===== config.mk =====
export PLATFORM = sky130hd
export DESIGN_NAME = jtframe_sdram_sched_flat
export DESIGN_NICKNAME = d
export VERILOG_FILES = /design/src/rtl/jtframe_sdram_sched_if.sv /design/src/rtl/jtframe_sdram_sched.sv /design/src/flat_wrapper.sv
export SDC_FILE = /design/constraint.sdc
export NUM_CORES = 1
export LEC_CHECK = 0
export ABC_AREA = 1
export BUFFER_PORTS_ARGS = -buffer_cell sky130_fd_sc_hd__buf_2
export CAP_MARGIN = 20
export CORE_UTILIZATION = 40
export CTS_CLUSTER_DIAMETER = 50
export DETAILED_ROUTE_END_ITERATION = 8
export PLACE_DENSITY = 0.74
export SYNTH_ARGS = -nofsm -noshare
export SYNTH_HDL_FRONTEND = slang
export SYNTH_SLANG_ARGS = --single-unit

===== constraint.sdc =====
create_clock -name clk -period 6.04 [get_ports clk]
set_clock_uncertainty 0.1 [all_clocks]
set_input_delay 0.604 -clock clk [delete_from_list [all_inputs] [get_ports clk]]
set_output_delay 0.604 -clock clk [all_outputs]
set_load 0.01 [all_outputs]

===== src/rtl/jtframe_sdram_sched_if.sv =====
// Signal bundle between the game/download requesters, the scheduler and the SDRAM engine.
// master = requester + engine side, slave = scheduler.
interface jtframe_sdram_sched_if #(
  parameter int AW = 22
);
  logic            downloading;
  logic            rfsh_en;
  logic [3:0]      ba_rd;
  logic            ba0_wr;
  logic [4*AW-1:0] ba_addr;
  logic [15:0]     ba0_din;
  logic [1:0]      ba0_din_m;
  logic [3:0]      ba_ack;
  logic [3:0]      ba_rdy;
  logic            prog_rd;
  logic            prog_we;
  logic [1:0]      prog_ba;
  logic [AW-1:0]   prog_addr;
  logic [15:0]     prog_din;
  logic [1:0]      prog_mask;
  logic            prog_ack;
  logic            prog_rdy;
  logic            cmd_start;
  logic            cmd_rfsh;
  logic            cmd_wr;
  logic [1:0]      cmd_ba;
  logic [AW-1:0]   cmd_addr;
  logic [15:0]     cmd_din;
  logic [1:0]      cmd_dqm;
  logic            cmd_done;

  modport master (
    output downloading, rfsh_en, ba_rd, ba0_wr, ba_addr, ba0_din, ba0_din_m,
           prog_rd, prog_we, prog_ba, prog_addr, prog_din, prog_mask, cmd_done,
    input  ba_ack, ba_rdy, prog_ack, prog_rdy,
           cmd_start, cmd_rfsh, cmd_wr, cmd_ba, cmd_addr, cmd_din, cmd_dqm
  );

  modport slave (
    input  downloading, rfsh_en, ba_rd, ba0_wr, ba_addr, ba0_din, ba0_din_m,
           prog_rd, prog_we, prog_ba, prog_addr, prog_din, prog_mask, cmd_done,
    output ba_ack, ba_rdy, prog_ack, prog_rdy,
           cmd_start, cmd_rfsh, cmd_wr, cmd_ba, cmd_addr, cmd_din, cmd_dqm
  );
endinterface


===== src/rtl/jtframe_sdram_sched.sv =====
// Single-access SDRAM scheduler: picks one of refresh, download port or the four
// bank ports (round-robin), launches it on the engine and routes ack/rdy back.
module jtframe_sdram_sched #(
  parameter int AW          = 22,
  parameter int RFSH_PERIOD = 750
)(
  input  logic                 clk,
  input  logic                 rst_n,
  jtframe_sdram_sched_if.slave bus
);
  localparam int CW = (RFSH_PERIOD > 1) ? $clog2(RFSH_PERIOD) : 1;

  typedef enum logic {IDLE, WAIT} state_t;
  state_t r_state, w_state_nx;

  logic [CW-1:0] r_rcnt;
  logic [1:0]    r_pend, r_rr;
  logic          r_gprog, r_start, r_rfsh, r_wr, r_pack, r_prdy;
  logic [3:0]    r_ack, r_rdy;
  logic [1:0]    r_ba, r_dqm;
  logic [AW-1:0] r_addr;
  logic [15:0]   r_din;

  logic          w_gprog, w_start, w_rfsh, w_wr, w_pack, w_prdy;
  logic [3:0]    w_ack, w_rdy;
  logic [1:0]    w_ba, w_dqm, w_rr;
  logic [AW-1:0] w_addr;
  logic [15:0]   w_din;

  logic          w_wrap, w_rfsh_done, w_bgnt, w_bwr;
  logic [3:0]    w_breq;
  logic [1:0]    w_bidx, w_idx;

  // Refresh tokens: one per period, at most three banked up.
  assign w_wrap      = (r_rcnt == CW'(RFSH_PERIOD - 1));
  assign w_rfsh_done = (r_state == WAIT) && bus.cmd_done && r_rfsh;

  always_ff @(posedge clk or negedge rst_n) begin
    if (!rst_n) begin
      r_rcnt <= '0;
      r_pend <= 2'd0;
    end else begin
      r_rcnt <= w_wrap ? '0 : r_rcnt + CW'(1);
      if (w_wrap && !w_rfsh_done && r_pend != 2'd3) r_pend <= r_pend + 2'd1;
      else if (w_rfsh_done && !w_wrap)              r_pend <= r_pend - 2'd1;
    end
  end

  // A port showing rdy this cycle has not had time to drop its request yet.
  assign w_breq = (bus.ba_rd | {3'b000, bus.ba0_wr}) & ~r_rdy;

  always_comb begin
    w_bgnt = 1'b0;
    w_bidx = r_rr;
    w_idx  = r_rr;
    for (int i = 3; i >= 0; i--) begin
      w_idx = r_rr + 2'(i);
      if (w_breq[w_idx]) begin
        w_bgnt = 1'b1;
        w_bidx = w_idx;
      end
    end
  end

  assign w_bwr = (w_bidx == 2'd0) && bus.ba0_wr;

  always_comb begin
    w_state_nx = r_state;
    w_start    = 1'b0;
    w_ack      = 4'b0000;
    w_pack     = 1'b0;
    w_rdy      = 4'b0000;
    w_prdy     = 1'b0;
    w_rfsh     = r_rfsh;
    w_wr       = r_wr;
    w_gprog    = r_gprog;
    w_ba       = r_ba;
    w_addr     = r_addr;
    w_din      = r_din;
    w_dqm      = r_dqm;
    w_rr       = r_rr;
    case (r_state)
      IDLE: begin
        if (r_pend == 2'd3 || (!bus.downloading && r_pend != 2'd0 && bus.rfsh_en)) begin
          w_state_nx = WAIT;
          w_start    = 1'b1;
          w_rfsh     = 1'b1;
          w_wr       = 1'b0;
          w_gprog    = 1'b0;
          w_ba       = 2'd0;
          w_addr     = '0;
          w_din      = 16'h0000;
          w_dqm      = 2'b00;
        end else if (bus.downloading) begin
          if ((bus.prog_rd || bus.prog_we) && !r_prdy) begin
            w_state_nx = WAIT;
            w_start    = 1'b1;
            w_pack     = 1'b1;
            w_rfsh     = 1'b0;
            w_wr       = bus.prog_we;
            w_gprog    = 1'b1;
            w_ba       = bus.prog_ba;
            w_addr     = bus.prog_addr;
            w_din      = bus.prog_we ? bus.prog_din  : 16'h0000;
            w_dqm      = bus.prog_we ? bus.prog_mask : 2'b00;
          end
        end else if (w_bgnt) begin
          w_state_nx = WAIT;
          w_start    = 1'b1;
          w_ack      = 4'b0001 << w_bidx;
          w_rfsh     = 1'b0;
          w_wr       = w_bwr;
          w_gprog    = 1'b0;
          w_ba       = w_bidx;
          w_addr     = bus.ba_addr[w_bidx*AW +: AW];
          w_din      = w_bwr ? bus.ba0_din   : 16'h0000;
          w_dqm      = w_bwr ? bus.ba0_din_m : 2'b00;
          w_rr       = w_bidx + 2'd1;
        end
      end
      WAIT: begin
        if (bus.cmd_done) begin
          w_state_nx = IDLE;
          if (r_gprog)     w_prdy = 1'b1;
          else if (!r_rfsh) w_rdy = 4'b0001 << r_ba;
        end
      end
      default: w_state_nx = IDLE;
    endcase
  end

  always_ff @(posedge clk or negedge rst_n) begin
    if (!rst_n) begin
      r_state <= IDLE;
      r_start <= 1'b0;
      r_ack   <= 4'b0000;
      r_pack  <= 1'b0;
      r_rdy   <= 4'b0000;
      r_prdy  <= 1'b0;
      r_rfsh  <= 1'b0;
      r_wr    <= 1'b0;
      r_gprog <= 1'b0;
      r_ba    <= 2'd0;
      r_addr  <= '0;
      r_din   <= 16'h0000;
      r_dqm   <= 2'b00;
      r_rr    <= 2'd0;
    end else begin
      r_state <= w_state_nx;
      r_start <= w_start;
      r_ack   <= w_ack;
      r_pack  <= w_pack;
      r_rdy   <= w_rdy;
      r_prdy  <= w_prdy;
      r_rfsh  <= w_rfsh;
      r_wr    <= w_wr;
      r_gprog <= w_gprog;
      r_ba    <= w_ba;
      r_addr  <= w_addr;
      r_din   <= w_din;
      r_dqm   <= w_dqm;
      r_rr    <= w_rr;
    end
  end

  assign bus.cmd_start = r_start;
  assign bus.cmd_rfsh  = r_rfsh;
  assign bus.cmd_wr    = r_wr;
  assign bus.cmd_ba    = r_ba;
  assign bus.cmd_addr  = r_addr;
  assign bus.cmd_din   = r_din;
  assign bus.cmd_dqm   = r_dqm;
  assign bus.ba_ack    = r_ack;
  assign bus.ba_rdy    = r_rdy;
  assign bus.prog_ack  = r_pack;
  assign bus.prog_rdy  = r_prdy;
endmodule

===== src/flat_wrapper.sv =====
// flat-port wrapper written by rule: the top's interface ports become plain ports
module jtframe_sdram_sched_flat 
#(
  parameter int AW          = 22,
  parameter int RFSH_PERIOD = 750
)
  (clk, rst_n, bus_downloading, bus_rfsh_en, bus_ba_rd, bus_ba0_wr, bus_ba_addr, bus_ba0_din, bus_ba0_din_m, bus_prog_rd, bus_prog_we, bus_prog_ba, bus_prog_addr, bus_prog_din, bus_prog_mask, bus_cmd_done, bus_ba_ack, bus_ba_rdy, bus_prog_ack, bus_prog_rdy, bus_cmd_start, bus_cmd_rfsh, bus_cmd_wr, bus_cmd_ba, bus_cmd_addr, bus_cmd_din, bus_cmd_dqm);
  jtframe_sdram_sched_if #(.AW(AW)) bus_i ();
  input  logic clk;
  input  logic rst_n;
  input wire logic [$bits(bus_i.downloading)-1:0] bus_downloading;
  input wire logic [$bits(bus_i.rfsh_en)-1:0] bus_rfsh_en;
  input wire logic [$bits(bus_i.ba_rd)-1:0] bus_ba_rd;
  input wire logic [$bits(bus_i.ba0_wr)-1:0] bus_ba0_wr;
  input wire logic [$bits(bus_i.ba_addr)-1:0] bus_ba_addr;
  input wire logic [$bits(bus_i.ba0_din)-1:0] bus_ba0_din;
  input wire logic [$bits(bus_i.ba0_din_m)-1:0] bus_ba0_din_m;
  input wire logic [$bits(bus_i.prog_rd)-1:0] bus_prog_rd;
  input wire logic [$bits(bus_i.prog_we)-1:0] bus_prog_we;
  input wire logic [$bits(bus_i.prog_ba)-1:0] bus_prog_ba;
  input wire logic [$bits(bus_i.prog_addr)-1:0] bus_prog_addr;
  input wire logic [$bits(bus_i.prog_din)-1:0] bus_prog_din;
  input wire logic [$bits(bus_i.prog_mask)-1:0] bus_prog_mask;
  input wire logic [$bits(bus_i.cmd_done)-1:0] bus_cmd_done;
  output wire logic [$bits(bus_i.ba_ack)-1:0] bus_ba_ack;
  output wire logic [$bits(bus_i.ba_rdy)-1:0] bus_ba_rdy;
  output wire logic [$bits(bus_i.prog_ack)-1:0] bus_prog_ack;
  output wire logic [$bits(bus_i.prog_rdy)-1:0] bus_prog_rdy;
  output wire logic [$bits(bus_i.cmd_start)-1:0] bus_cmd_start;
  output wire logic [$bits(bus_i.cmd_rfsh)-1:0] bus_cmd_rfsh;
  output wire logic [$bits(bus_i.cmd_wr)-1:0] bus_cmd_wr;
  output wire logic [$bits(bus_i.cmd_ba)-1:0] bus_cmd_ba;
  output wire logic [$bits(bus_i.cmd_addr)-1:0] bus_cmd_addr;
  output wire logic [$bits(bus_i.cmd_din)-1:0] bus_cmd_din;
  output wire logic [$bits(bus_i.cmd_dqm)-1:0] bus_cmd_dqm;
  assign bus_i.downloading = bus_downloading;
  assign bus_i.rfsh_en = bus_rfsh_en;
  assign bus_i.ba_rd = bus_ba_rd;
  assign bus_i.ba0_wr = bus_ba0_wr;
  assign bus_i.ba_addr = bus_ba_addr;
  assign bus_i.ba0_din = bus_ba0_din;
  assign bus_i.ba0_din_m = bus_ba0_din_m;
  assign bus_i.prog_rd = bus_prog_rd;
  assign bus_i.prog_we = bus_prog_we;
  assign bus_i.prog_ba = bus_prog_ba;
  assign bus_i.prog_addr = bus_prog_addr;
  assign bus_i.prog_din = bus_prog_din;
  assign bus_i.prog_mask = bus_prog_mask;
  assign bus_i.cmd_done = bus_cmd_done;
  assign bus_ba_ack = bus_i.ba_ack;
  assign bus_ba_rdy = bus_i.ba_rdy;
  assign bus_prog_ack = bus_i.prog_ack;
  assign bus_prog_rdy = bus_i.prog_rdy;
  assign bus_cmd_start = bus_i.cmd_start;
  assign bus_cmd_rfsh = bus_i.cmd_rfsh;
  assign bus_cmd_wr = bus_i.cmd_wr;
  assign bus_cmd_ba = bus_i.cmd_ba;
  assign bus_cmd_addr = bus_i.cmd_addr;
  assign bus_cmd_din = bus_i.cmd_din;
  assign bus_cmd_dqm = bus_i.cmd_dqm;
  jtframe_sdram_sched #(.AW(AW), .RFSH_PERIOD(RFSH_PERIOD)) u_core (.clk(clk), .rst_n(rst_n), .bus(bus_i));
endmodule

==> metrics list <==
- The run finished with clean final reports.
- Startpoint class of the critical path: flop
- Total of max-cap violations: 0
- Post-synthesis adder-cell area fraction: 0.00613
- Total of buffers placed on input and output ports: 214
* Number of antenna violations at the first check in global routing: 0
- Post-layout minimum cycle time: 3.27 ns
- Post-synthesis mux area share: 0
- In this run the core area contains 36 standard-cell rows.
- The worst pin sits at a relative slew slack of 0.323.
- In the layout the commonest cells are buf_2, nand2_1, nand3_1, dfrtp_1, a21oi_1.
- At the end of routability-driven placement, the weighted congestion stood at 0.858.
- Seq. cell area: 1780 sq um
- Fraction of the mapped netlist area in compound gates: 0.120
* Initial cell density of the core: 0.416
- Standby leakage power: 0.00295 uW
* Slew Viols, Final: 0
- Once layout is complete, the cells apart from fillers number 895.
- # hold bufs at CTS: 0
- Worst hold path class: input pin to asynchronous set/reset pin
- The library cell used most frequently in the layout, excluding fill and tap cells, is buf_2.
- In this run the worst path has a maximum fanout of 49.
* Root Driver: clkbuf_8
- Via count of the first global-routing pass: 4028
* Final hold viol count: 0
* Synthesized area per cell: 7.35 sq um
- In the final layout, the multi-input gates occupy 1980 sq um.
* Worst Path Required: 6.17 ns
* Final Cycle Share: 0.541
* Number of unique standard cell types used by synthesis: 33
* Estimated wirelength of the detail-placed design: 8.85 mm
- Worst hold margin: 0.272 ns
- In the final routed layout, each cell accounts on average for 13.3 um.
* Clock tree from TritonCTS: yes
- Total setup violations reported at the end of the flow: 0
* Worst-skew pair later-pin latency: 0.34 ns
* Flip-flop and latch count after synthesis: 71
* Clock-pin slew on the worst setup and hold paths: 0.08 ns
- Setup repair after global routing left no endpoint under its margin.
- Placed Instances: 878
- The floorplan step defined a die boundary enclosing 10600 sq um.
- Largest net degree at the start of global routing: 72
* Average via count per standard cell: 4.95
- After routing, the total negative slack on setup checks comes to 0 ns.
* Post-Syn Nets: 718
- Detailed router's first-iteration violation count: 204
- After filler insertion, the fill cell instance count of the layout stands at 958.
* CP endpoint kind: flop
* Basic-gate share of the synthesized area counting and, or, nand and nor cells: 0.353
* Combinational family with the most area after synthesis: simple AND/OR/NAND/NOR gates
- First-pass GRT wire length: 18.4 mm
- The final layout contains routed wiring with a total length of 11.9 mm.
* Post-layout total power: 2910 uW
- Number of DRC violations after detailed routing: 0
- Warnings, synthesis: 0
* Worst IR Drop VDD: 0.387 mV
* Sequential area share after synthesis: 0.435
- Of the total synthesized cell area, the portion taken by XOR and XNOR cells is 0.00429.
* Share of post-route cells with drive strength above 1: 0.344
* Chip height: 103 um
- Remaining antenna violation count after routing: 0
* Category of the critical setup timing path: flop to flop
- I/O pin cnt: 215
- Synthesis produced a netlist whose cell count is 556.
- Max H-tree Level: 3
- Die X-Extent: 103 um
* Number of buffers inserted by post-CTS setup repair: 0
- Data on the critical path arrives at its endpoint at 3.40 ns.
* Number of diodes added for antenna fixing: 0
- Finished Core Util: 0.550
* GR Util All Layers: 0.224
- For this design, the sink count on the clock tree is 71.
* Core Footprint: 9820 sq um
- In this run the cell area of the synthesized design comes to 4080 sq um.
- The number of gates resized after CTS was 0.
- For this run, the top clock speed supported by timing is 306 MHz.
- For this run the aggregate overflow at the end of global routing stands at 0.
- The number of clock buffers added by TritonCTS is 9.
- The detailed router placed 4430 vias in this run.
- For the pin with the worst max-slew slack, the measured transition is 1.01 ns.
- In the final design database the tool counted 919 nets.
- Dividing total power by cell area gives a power density of 539 nW/um^2.
- The pre-antenna-repair detailed-routing pass consisted of 5 iterations.
- Synth-to-Final Area Change: 32.2%
* Number of buffers on the longest clock path: 2
[kinds of logic after synthesis]
family	Yosys count
DFF	71
and+or+nand+nor	326
AOI/OAI and AO/OA	83
xor gates and xnor gates	2
adders and majority gates	2
buffers and inverters	72
[synth_stat cells, drive strengths merged]
cell type  count  area, sq um
o21bai         1         7.51
xnor2          1         8.76
o211ai         2         15.0
a22oi         23          173
o21ai         12         67.6
nand3         90          468
xor2           1         8.76
clkbuf         4         15.0
o22a           1         8.76
a21oi         44          220
nand3b         1         7.51
nor2          45          188
ha             2         25.0
dfrtp         71         1780
or2            2         12.5
nand2        179          709
inv           46          178
nor4           1         6.26
nor3           8         51.3
buf           22          138
[through the flow]
stage	worst slack, ns	cell area [sq um]
finish	2.77	5400
global route	2.36	5400
CTS	2.75	5390
detailed placement	2.56	5180
global placement	2.64	5180
floorplan	3.95	4080
[power by group]
| part | internal, uW | switching [uW] |
|---|---|---|
| registers | 666 | 123 |
| clock network | 213 | 178 |
| logic | 594 | 1130 |
| total | 1470 | 1440 |
[worst max-delay path, cell delays in order, from the launching register on]
cell	delay [ns]
dfrtp_1	0.57
inv_4	0.11
nand3_1	0.08
nand2_1	0.07
nand2_1	0.08
nand2_1	0.09
nor2_1	0.14
nand3_1	0.10
inv_2	0.09
nand2_1	0.06
nand2_2	0.70
inv_1	0.60
o22a_1	0.36
[registers in the layout, indices dropped and copies added (netlist names)]
name and flops:
u_core.r_pend 2, u_core.r_state 1, u_core.r_rr 2, u_core.r_gprog 1
u_core.bus.cmd_wr 1, u_core.bus.cmd_din 16, u_core.bus.prog_ack 1, u_core.bus.cmd_dqm 2
u_core.bus.cmd_start 1, u_core.r_rcnt 10, u_core.bus.cmd_rfsh 1, u_core.bus.cmd_addr 22
u_core.bus.ba_rdy 4, u_core.bus.prog_rdy 1, u_core.bus.ba_ack 4, u_core.bus.cmd_ba 2
[final cells by class]
| type | instances | share of cell area |
|---|---|---|
| Multi-Input combinational cell | 413 | 0.367 |
| Sequential cell | 71 | 0.329 |
| Tap cell | 133 | 0.0308 |
| Inverter | 46 | 0.0329 |
| Clock buffer | 11 | 0.0280 |
| Timing Repair Buffer | 216 | 0.202 |
| Clock inverter | 5 | 0.0104 |
[metal layers]
metal | up-vias | part of all wire | global-route usage
li1 | 2229 | - | -
met3 | 12 | 0.064 | 0.0420
met2 | 165 | 0.50 | 0.393
met5 | - | 0 | 0
met4 | 0 | 0.011 | 0.0769
met1 | 2024 | 0.43 | 0.276
[path summary, 6_finish.rpt]
check | from | endpoint | slack (ns) | depth (start not counted)
max | u_core.r_rr[0]$_DFFE_PN0P_ | u_core.bus.cmd_wr$_DFFE_PN0P_ | 2.77 | 12
min | rst_n | u_core.r_pend[0]$_DFFE_PN0P_ | 0.27 | 1
max reg2reg | u_core.r_rr[0]$_DFFE_PN0P_ | u_core.bus.cmd_wr$_DFFE_PN0P_ | 2.77 | 12
min reg2reg | u_core.bus.cmd_addr[1]$_DFFE_PN0P_ | u_core.bus.cmd_addr[1]$_DFFE_PN0P_ | 0.40 | 2
max in group asynchronous | rst_n | u_core.bus.cmd_addr[21]$_DFFE_PN0P_ | 4.98 | 1
min in group clk | bus_prog_addr[7] | u_core.bus.cmd_addr[7]$_DFFE_PN0P_ | 0.38 | 3
(Power assumes the default switching activity.)
